<file path="config.mk">
export PLATFORM = sky130hd
export DESIGN_NAME = bb_uart_rx
export DESIGN_NICKNAME = d
export VERILOG_FILES = /design/src/rtl/bb_uart_rx.sv
export SDC_FILE = /design/constraint.sdc
export NUM_CORES = 1
export LEC_CHECK = 0
export BUFFER_PORTS_ARGS = -buffer_cell sky130_fd_sc_hd__buf_2
export CAP_MARGIN = 5
export CORE_UTILIZATION = 25
export CTS_CLUSTER_DIAMETER = 40
export DETAILED_ROUTE_END_ITERATION = 16
export GPL_TIMING_DRIVEN = 1
export PLACE_DENSITY_LB_ADDON = 0.15
export SYNTH_ARGS = -nofsm -noshare
export SYNTH_HDL_FRONTEND = slang
export SYNTH_SLANG_ARGS = --single-unit
</file>
<file path="constraint.sdc">
create_clock -name clk -period 4.8 [get_ports clk]
set_clock_uncertainty 0.05 [all_clocks]
set_input_delay 0.72 -clock clk [delete_from_list [all_inputs] [get_ports clk]]
set_output_delay 0.72 -clock clk [all_outputs]
set_load 0.05 [all_outputs]
</file>
<file path="src/rtl/bb_uart_rx.sv">
// 8N1 UART receiver running on the system clock with internal bit timing.
// Holds the last byte with a ready flag and reports framing and overrun errors.
module bb_uart_rx #(
    parameter int unsigned CLK_DIVIDER  = 521,
    parameter int unsigned HALF_DIVIDER = CLK_DIVIDER / 2
) (
    input  logic       clk,
    input  logic       nrst,
    input  logic       rxd,
    input  logic       rxack,
    output logic [7:0] rxreg,
    output logic       rxrdy,
    output logic       rxbsy,
    output logic       frmerr,
    output logic       ovrerr
);

    localparam int unsigned CNT_W = 10;
    localparam logic [CNT_W-1:0] BIT_LAST  = CNT_W'(CLK_DIVIDER - 1);
    // Compared before the increment so the start check lands HALF_DIVIDER edges after entry
    localparam logic [CNT_W-1:0] HALF_LAST = CNT_W'(HALF_DIVIDER - 1);

    typedef enum logic [1:0] {
        IDLE,
        START,
        DATA,
        STOP
    } state_t;

    state_t           state, state_nxt;
    logic             s1, s2, s2_d;
    logic [CNT_W-1:0] cnt, cnt_nxt;
    logic [2:0]       idx, idx_nxt;
    logic [7:0]       shreg, shreg_nxt;
    logic [7:0]       rxreg_nxt;
    logic             rxrdy_nxt, frmerr_nxt, ovrerr_nxt;

    // Two-flop synchronizer plus edge history for falling-edge detection
    always_ff @(posedge clk or negedge nrst) begin
        if (!nrst) begin
            s1   <= 1'b1;
            s2   <= 1'b1;
            s2_d <= 1'b1;
        end else begin
            s1   <= rxd;
            s2   <= s1;
            s2_d <= s2;
        end
    end

    always_ff @(posedge clk or negedge nrst) begin
        if (!nrst) begin
            state  <= IDLE;
            cnt    <= '0;
            idx    <= '0;
            shreg  <= '0;
            rxreg  <= '0;
            rxrdy  <= 1'b0;
            rxbsy  <= 1'b0;
            frmerr <= 1'b0;
            ovrerr <= 1'b0;
        end else begin
            state  <= state_nxt;
            cnt    <= cnt_nxt;
            idx    <= idx_nxt;
            shreg  <= shreg_nxt;
            rxreg  <= rxreg_nxt;
            rxrdy  <= rxrdy_nxt;
            rxbsy  <= (state_nxt != IDLE);
            frmerr <= frmerr_nxt;
            ovrerr <= ovrerr_nxt;
        end
    end

    always_comb begin
        state_nxt  = state;
        cnt_nxt    = cnt;
        idx_nxt    = idx;
        shreg_nxt  = shreg;
        rxreg_nxt  = rxreg;
        rxrdy_nxt  = rxrdy;
        ovrerr_nxt = ovrerr;
        frmerr_nxt = 1'b0;

        // Acknowledge clears; a coinciding good stop re-sets rxrdy below
        if (rxack) begin
            rxrdy_nxt  = 1'b0;
            ovrerr_nxt = 1'b0;
        end

        case (state)
            IDLE: begin
                if (!s2 && s2_d) begin
                    state_nxt = START;
                    cnt_nxt   = '0;
                end
            end
            START: begin
                cnt_nxt = cnt + CNT_W'(1);
                if (cnt == HALF_LAST) begin
                    cnt_nxt   = '0;
                    idx_nxt   = '0;
                    state_nxt = s2 ? IDLE : DATA;
                end
            end
            DATA: begin
                cnt_nxt = cnt + CNT_W'(1);
                if (cnt == BIT_LAST) begin
                    cnt_nxt   = '0;
                    shreg_nxt = {s2, shreg[7:1]};
                    idx_nxt   = idx + 3'd1;
                    if (idx == 3'd7) begin
                        state_nxt = STOP;
                    end
                end
            end
            STOP: begin
                cnt_nxt = cnt + CNT_W'(1);
                if (cnt == BIT_LAST) begin
                    cnt_nxt   = '0;
                    state_nxt = IDLE;
                    if (!s2) begin
                        frmerr_nxt = 1'b1;
                    end else if (!rxrdy || rxack) begin
                        rxreg_nxt = shreg;
                        rxrdy_nxt = 1'b1;
                    end else begin
                        ovrerr_nxt = 1'b1;
                    end
                end
            end
            default: state_nxt = IDLE;
        endcase
    end

endmodule
</file>
* Word-level counts from Yosys, hierarchy flattened
Index checks and enable logic that the tools add are counted.
** Operators by class
- Equal/unequal tests :: 9
- Add/subtract/negate cells :: 2
- Muxes and demuxes :: 27
- Reductions and logical operators :: 11
** Operator list (number)
- 10-bit 2-to-1 mux :: 3
- 10-bit case mux with 3 select lines :: 1
- 1-bit 2-to-1 mux :: 13
- 2-bit 2-to-1 mux :: 6
- 10-bit by 1-bit adder with 10-bit output, second input constant :: 1
- 10-bit equality test, second input constant :: 1
- 10-bit by 9-bit equality test with 1-bit output, second input constant :: 1
- 2-bit case mux with 4 select lines :: 1
- 3-bit 2-to-1 mux :: 2
- 2-bit inequality test, second input constant :: 3
- 3-bit case mux with 2 select lines :: 1
- 2-bit equality test, second input constant :: 2
- 4-bit AND reduction :: 1
- 2-bit nonzero test :: 2
- 3-bit by 1-bit adder with 3-bit output, second input constant :: 1
- 3-bit equality test, second input constant :: 1
- 3-bit AND reduction :: 1
- 2-bit by 1-bit equality test with 1-bit output, second input constant :: 1
- 1-bit zero test :: 2
- 2-bit zero test :: 1
- 2-bit AND reduction :: 1
- 2-bit OR reduction :: 1
- 1-bit logical AND :: 1
- 1-bit logical OR :: 1
** Storage, ports and cells
- Register bits after elaboration :: 38
- Logic and storage cells :: 61

* Depth between registers and ports, before layout
Gate-level depths: netlist of the first run.
- Depth after elaboration :: 6
- Mapped depth :: 6

* Worst setup path before layout of the first run
No wires, ideal clock.
- Path type :: reg-to-reg
- From :: register cnt[0]
- To :: register rxreg[0]
- Library setup time :: 125 ps
- Stages on the path, launching flop included :: 7
- Data arrival time :: 1805 ps
- Period minus slack after synthesis :: 1980 ps
- Path slack :: 2820 ps
- Data required time :: 4625 ps
- Path through :: dfrtp_1 inv_1 ha_1 and4b_1 nand3_1 nor3_4 mux2_4
** Between the ends
- Word-level cells in the longest chain between the ends :: 2
** Ends and longest elaborated chain
- start, declared :: RTL line 32 : logic [CNT_W-1:0] cnt, cnt_nxt;
- start signal, assigned :: RTL line 64 : cnt <= cnt_nxt;
- 10-bit equality test :: RTL line 119 : if (cnt == BIT_LAST) begin
- 4-bit AND reduction (no source line)
- end signal, assigned :: RTL line 67 : rxreg <= rxreg_nxt;
- end, declared :: RTL line 11 : output logic [7:0] rxreg,
Every way passes these cells.
A chain may end at the register's enable or synchronous reset.

* Worst setup path after layout of the first run
- From :: register cnt[0]
- To :: register rxreg[4]
Same word-level chain as after synthesis.

==> summary.txt, run 1 <==
VDD IR max - 0.147 mV
Unrepaired setup endpoints after global routing - false
Die width - 87.5 um
Commonest non-fill, non-tap cells in the layout - 35 x dfrtp_1, 18 x nand2_1, 15 x buf_2
Largest stage delay on the critical path - 570 ps
Critical Path, Cell by Cell - inv_1, ha_1, and4b_1, nand3_1, nor3_4, mux2_4
Htree depth - 2
Sum Neg Setup Slack - 0 ps
Placed Cells - 262
Cell accounting for the most synthesized area - dfrtp_1
Avg Inst Size Synth - 11.9 um^2
Post-synthesis compound-gate area fraction - 0.125
Status - complete, no violations
#FFs+latches synth - 38
Multiplexer share of the synthesized area - 0.132
Fraction of layout cells with a size suffix above 1 - 0.260
Final-report max-slew violation count - 0
Cells after Synth - 154
Fill cells - 739
Pwr Total - 0.747 mW
Setup bufs post-CTS - 0
Max Cap Violations - 0
EDFF count, synth - 0
Via density - 4.62
Startpoint Class - flop
PnR worst setup slack - 2540 ps
Crit path kind - flop to flop
Clock Tree Buf Depth - 2
Clock transition at the registers of the reported paths - 70 ps
DRC Markers - 0
Area Overhead vs Synth - 14.5%
Final Cell Area - 2090 um^2
Adder-Cell Fraction of Synth Area - 0.0274
Post-DP Area - 2010 um^2
Clk sinks - 38
Final hold violation count - 0
Power density over cell area - 357 nW/um^2
Footprint of the multi-input gates - 825 um^2
Post-CTS sizing - 0
Fmax - 0.443 GHz
Crit path buf inv count - 1
Required @ worst endpoint - 4920 ps
Post-Synth XOR/XNOR Area - 0.00960
Initial Utilization - 0.264
Setup violators final - 0
Area share of the largest cell type after synthesis - 0.480
Min-delay worst type - flop to flop
CP arrival - 2380 ps
Async SR Flop Fraction - 1.00
Synth warn - 0
Worst-margin pin slew - 853 ps
Largest family of logic cells by synthesized area - simple AND/OR/NAND/NOR gates
Rel. slew slack - 0.432
Area share of and/or/nand/nor cells after synthesis - 0.158
Slowest cell on crit path - nor3_4
Drt initial violations - 57
Core Util, Final - 0.303
Clk Latency, worst-skew pair - 280 ps
Hpwl dp - 2.71 mm
# IOs - 16
Post-synth cell types - 48
Crit path capture type - flop
First-pass GRT wire length - 6.59 mm
Synth area leaders - dfrtp_1 48%, mux2_4 6.6%, mux2_1 4.9%
Critical Path Fanout Max - 8
Cts hold-fix bufs - 0
Vias in the first global route - 1328
Crit path time final - 2260 ps
All-layer global routing usage - 0.112
CTS root buffer - clkbuf_8
Die area - 7650 um^2
Synth Flop Type - dfrtp_1
Final WL - 3.71 mm
Syn_nets - 162
WL/cell - 13.8 um
Worst path top cell family by delay - simple AND/OR/NAND/NOR gates
FP Rows - 30
Post-place setup slack - 2520 ps
Final std cells w/o fill - 269
Core area - 6910 um^2
Synth Cell Area - 1830 um^2
Largest net degree at the start of global routing - 39
GP Congestion - 0.773
Most common cell after layout, fill and taps aside - dfrtp_1
Post-route ant nets - 0
Smallest hold slack - 314 ps
Port bufs - 15
Post-synthesis sequential area ratio - 0.523
Initial antenna violation count - 0
Nets@finish - 181
Total gr overflow - 0
Flip-flop and latch area - 955 um^2
CTS Buf Count - 5
CTS tree - done
# diodes - 0
Tcrit/Tclk final - 0.470
1st-pass router iterations - 4
Vias - 1244
P_leak - 0.920 nW
Die H - 87.5 um
worst paths after layout:
| kind | to | slack, ps | start | depth (start not counted) |
|---|---|---|---|---|
| hold reg to reg | s2 | 310 | s1 | 0 |
| setup reg to reg | rxreg[4] | 2540 | cnt[0] | 6 |
| max in group asynchronous | cnt[4] | 3680 | nrst | 1 |
| hold / removal | s2 | 310 | s1 | 0 |
| min in group asynchronous | rxreg[1] | 490 | nrst | 1 |
| setup / recovery | rxreg[4] | 2540 | cnt[0] | 6 |
registers in the layout, summed over array words and instances, names as in the netlist:
name / cells
ovrerr: 1
s2_d: 1
s1: 1
cnt: 10
rxbsy: 1
rxreg: 8
state: 2
idx: 3
s2: 1
shreg: 8
rxrdy: 1
frmerr: 1
Yosys cell counts (4+ instances only):
| cell type | count |
|---|---|
| o211ai_1 | 5 |
| dfrtp_1 | 35 |
| mux2_4 | 8 |
| mux2_1 | 8 |
| ha_1 | 4 |
| nor2_1 | 5 |
| nand3_1 | 5 |
| inv_1 | 7 |
| nand2_1 | 18 |
| o21ai_1 | 4 |
routing by layer:
layer | part of all wire | GRT usage | vias to the layer above
met1 | 0.46 | 0.138 | 620
met3 | 0.030 | 0.0284 | 5
met5 | 0 | 0 | -
met2 | 0.50 | 0.190 | 20
li1 | - | - | 599
met4 | 0.012 | 0.0402 | 0
area by class of cell:
class                   instances  area share
well taps                      96      0.0575
multi-input cells             104       0.394
clock buffers                   5      0.0329
inverters                       8      0.0144
clock inverters                 2     0.00479
flip-flops and latches         38       0.457
repair buffers                 16      0.0395
logic make-up after synthesis:
| logic type | count (synthesis) |
|---|---|
| xor+xnor | 2 |
| compound gates | 29 |
| simple gates | 50 |
| buf+inv | 12 |
| flops | 38 |
| fa+ha+maj | 4 |
| mux | 19 |
power by group:
part	total [mW]	switching [mW]	internal, mW
Clock	0.206	0.108	0.0975
Combinational	0.139	0.0750	0.0643
Sequential	0.402	0.0536	0.348
Power figures use the tool's default switching activity.
==> run 2, diff against run 1 <==
--- a/config.mk
+++ b/config.mk
@@ -5,6 +5,7 @@
 export SDC_FILE = /design/constraint.sdc
 export NUM_CORES = 1
 export LEC_CHECK = 0
+export ABC_AREA = 1
 export BUFFER_PORTS_ARGS = -buffer_cell sky130_fd_sc_hd__buf_2
 export CAP_MARGIN = 5
 export CORE_UTILIZATION = 25
==> constraint.sdc (replaced) <==
create_clock -name clk -period 2.25 [get_ports clk]
set_clock_uncertainty 0.05 [all_clocks]
set_input_delay 0.3375 -clock clk [delete_from_list [all_inputs] [get_ports clk]]
set_output_delay 0.3375 -clock clk [all_outputs]
set_load 0.05 [all_outputs]
==> summary.txt, run 2 <==
# IOs - 16
Synth area leaders - dfrtp_1 49%, nand2_1 14%, inv_1 4.8%
First-pass GRT wire length - 6.29 mm
Area share of and/or/nand/nor cells after synthesis - 0.263
Clk Latency, worst-skew pair - 290 ps
Fraction of layout cells with a size suffix above 1 - 0.217
Syn_nets - 209
Fill cells - 733
Cells after Synth - 201
Tcrit/Tclk final - 0.730
Vias - 1305
PnR worst setup slack - 607 ps
Htree depth - 2
Rel. slew slack - 0.710
Commonest non-fill, non-tap cells in the layout - 68 x nand2_1, 35 x dfrtp_1, 23 x inv_1
Fmax - 0.609 GHz
Final-report max-slew violation count - 0
Setup bufs post-CTS - 0
Core area - 6870 um^2
EDFF count, synth - 0
Top cell by count, worst path - nand2_1
Worst path top cell family by delay - simple AND/OR/NAND/NOR gates
Most common cell after layout, fill and taps aside - nand2_1
Hold_sp - rxd
Post-DP Area - 1990 um^2
Hold Path End - s1
Synth Flop Type - dfrtp_1
Critical path depth - 9
Die width - 86.7 um
Status - complete, no violations
Final Cell Area - 2140 um^2
Clk sinks - 38
Post-CTS sizing - 0
VDD IR max - 0.227 mV
Multiplexer share of the synthesized area - 0.0126
Die area - 7520 um^2
Post-synthesis compound-gate area fraction - 0.0669
Total gr overflow - 0
Critical Path, Cell by Cell - inv_1, ha_1, nand3_1, nor2_2, nand2_4, nor3_2, nand2_2, nand2_1, nand2_1
Crit path capture type - flop
Hpwl dp - 2.59 mm
Crit Reg-Reg Startpoint - cnt[0]
Synth Cell Area - 1790 um^2
Crit path time final - 1640 ps
Drt initial violations - 82
Max reg flops - 10
Unrepaired setup endpoints after global routing - false
Reg-to-Reg End - rxreg[1]
Startpoint Class - flop
Initial Utilization - 0.261
GP Congestion - 0.686
Biggest regs - cnt (10), rxreg (8), shreg (8)
Critical Path Fanout Max - 8
Max Cap Violations - 0
FP Rows - 30
All-layer global routing usage - 0.111
Largest family of logic cells by synthesized area - simple AND/OR/NAND/NOR gates
Largest stage delay on the critical path - 400 ps
Required @ worst endpoint - 2390 ps
Post-Synth XOR/XNOR Area - 0.0293
Setup violators final - 0
CTS root buffer - clkbuf_8
Initial antenna violation count - 0
DRC Markers - 0
Clock transition at the registers of the reported paths - 80 ps
CTS tree - done
Area share of the largest cell type after synthesis - 0.488
Vias in the first global route - 1341
Worst-margin pin slew - 435 ps
Slowest cell on crit path - dfrtp_1
Post-place setup slack - 561 ps
Sum Neg Setup Slack - 0 ps
Min-delay worst type - primary input to flop
#FFs+latches synth - 38
Async SR Flop Fraction - 1.00
Adder-Cell Fraction of Synth Area - 0.0279
Synth warn - 0
Nets@finish - 233
Final WL - 3.54 mm
CP arrival - 1790 ps
Post-synth top cells - 68 x nand2_1, 35 x dfrtp_1, 23 x inv_1
CTS Buf Count - 5
Cell accounting for the most synthesized area - dfrtp_1
Reg2Reg Setup Slack - 610 ps
WL/cell - 11.0 um
Final hold violation count - 0
Largest register by flop count - cnt
Die H - 86.7 um
Post-route ant nets - 0
Power density over cell area - 850 nW/um^2
Most common cell in the netlist - nand2_1
Largest net degree at the start of global routing - 19
Area Overhead vs Synth - 19.3%
R2R cell count - 9
Post-synth cell types - 28
1st-pass router iterations - 4
Crit path kind - flop to flop
Hold depth - 1
Crit path buf inv count - 1
Avg Inst Size Synth - 8.93 um^2
Clock Tree Buf Depth - 2
P_leak - 1.11 nW
# diodes - 0
Via density - 4.05
Port bufs - 15
Post-synthesis sequential area ratio - 0.532
run 2: changes by cell type after synthesis, moves of 4 or more:
cell	delta
mux2_1	-8
nand2_1	+50
inv_1	+16
xor2_1	+5
o211ai_1	-5
mux2_4	-8
o22ai_1	+4
o21ai_0	+7
inv_2	+4
nand3_1	+4
nor2_1	+5
run 2: per-stage QoR:
stage	hold slack, ps	instances	power [mW]	util
final	87.3	322	1.82	0.312
after global routing	73.5	322	1.92	0.312
after CTS	72.8	322	1.84	0.312
after detailed placement	257	313	1.12	0.290
after global placement	253	313	1.12	0.290
after floorplan	-8.09	201	1.05	-
run 2: logic make-up (layout without fill, tap and decap cells):
kind of cell,Yosys count,count (layout)
and+or+nand+nor,102,102
DFF,38,38
buffers and inverters,30,55
AOI/OAI and AO/OA,20,20
xor gates and xnor gates,6,6
adders and majority gates,4,4
muxes,1,1
run 2: routing by layer:
| metal | track usage | routed length (um) | up-vias |
|---|---|---|---|
| met5 | 0 | 0 | - |
| met4 | 0.0439 | 55 | 0 |
| met3 | 0.0333 | 134 | 4 |
| met2 | 0.172 | 1510 | 26 |
| met1 | 0.144 | 1840 | 602 |
| li1 | - | - | 673 |
run 2: timing repair:
item | in CTS | in global routing
endpoints found under the setup margin | 0 | 0
hold buffers | 1 | 0
endpoints found under the hold margin | 16 | 0
run 2: worst reg2reg max path, delay by kind of cell (launching register included):
family	cells	cell delay, ps
DFF	1	400
adders and majority gates	1	150
and+or+nand+nor	7	850
buffers and inverters	1	90
run 2: final cells by class:
cell class | instances | area [um^2] | area share
Inverter | 29 | 111 | 0.0520
Multi-Input combinational cell | 133 | 717 | 0.335
Timing Repair Buffer | 18 | 100 | 0.0468
Clock inverter | 3 | 68.8 | 0.0321
Tap cell | 96 | 120 | 0.0561
Clock buffer | 5 | 68.8 | 0.0321
Sequential cell | 38 | 955 | 0.446
run 2: worst max-delay path by stage:
stage / start / end
2_1_floorplan: rxrdy / rxreg[0]
3_3_place_gp: cnt[0] / rxreg[2]
3_5_place_dp: cnt[0] / rxreg[4]
4_1_cts: cnt[0] / rxreg[4]
5_1_grt: cnt[0] / rxreg[0]
6_report: cnt[0] / rxreg[1]
run 2: where the power goes:
group / internal [mW] / total [mW] / switching, mW / leakage, nW
sequential: 0.748 / 0.812 / 0.0642 / 0.497
clock: 0.444 / 0.710 / 0.265 / 0.0683
combinational: 0.114 / 0.297 / 0.183 / 0.546
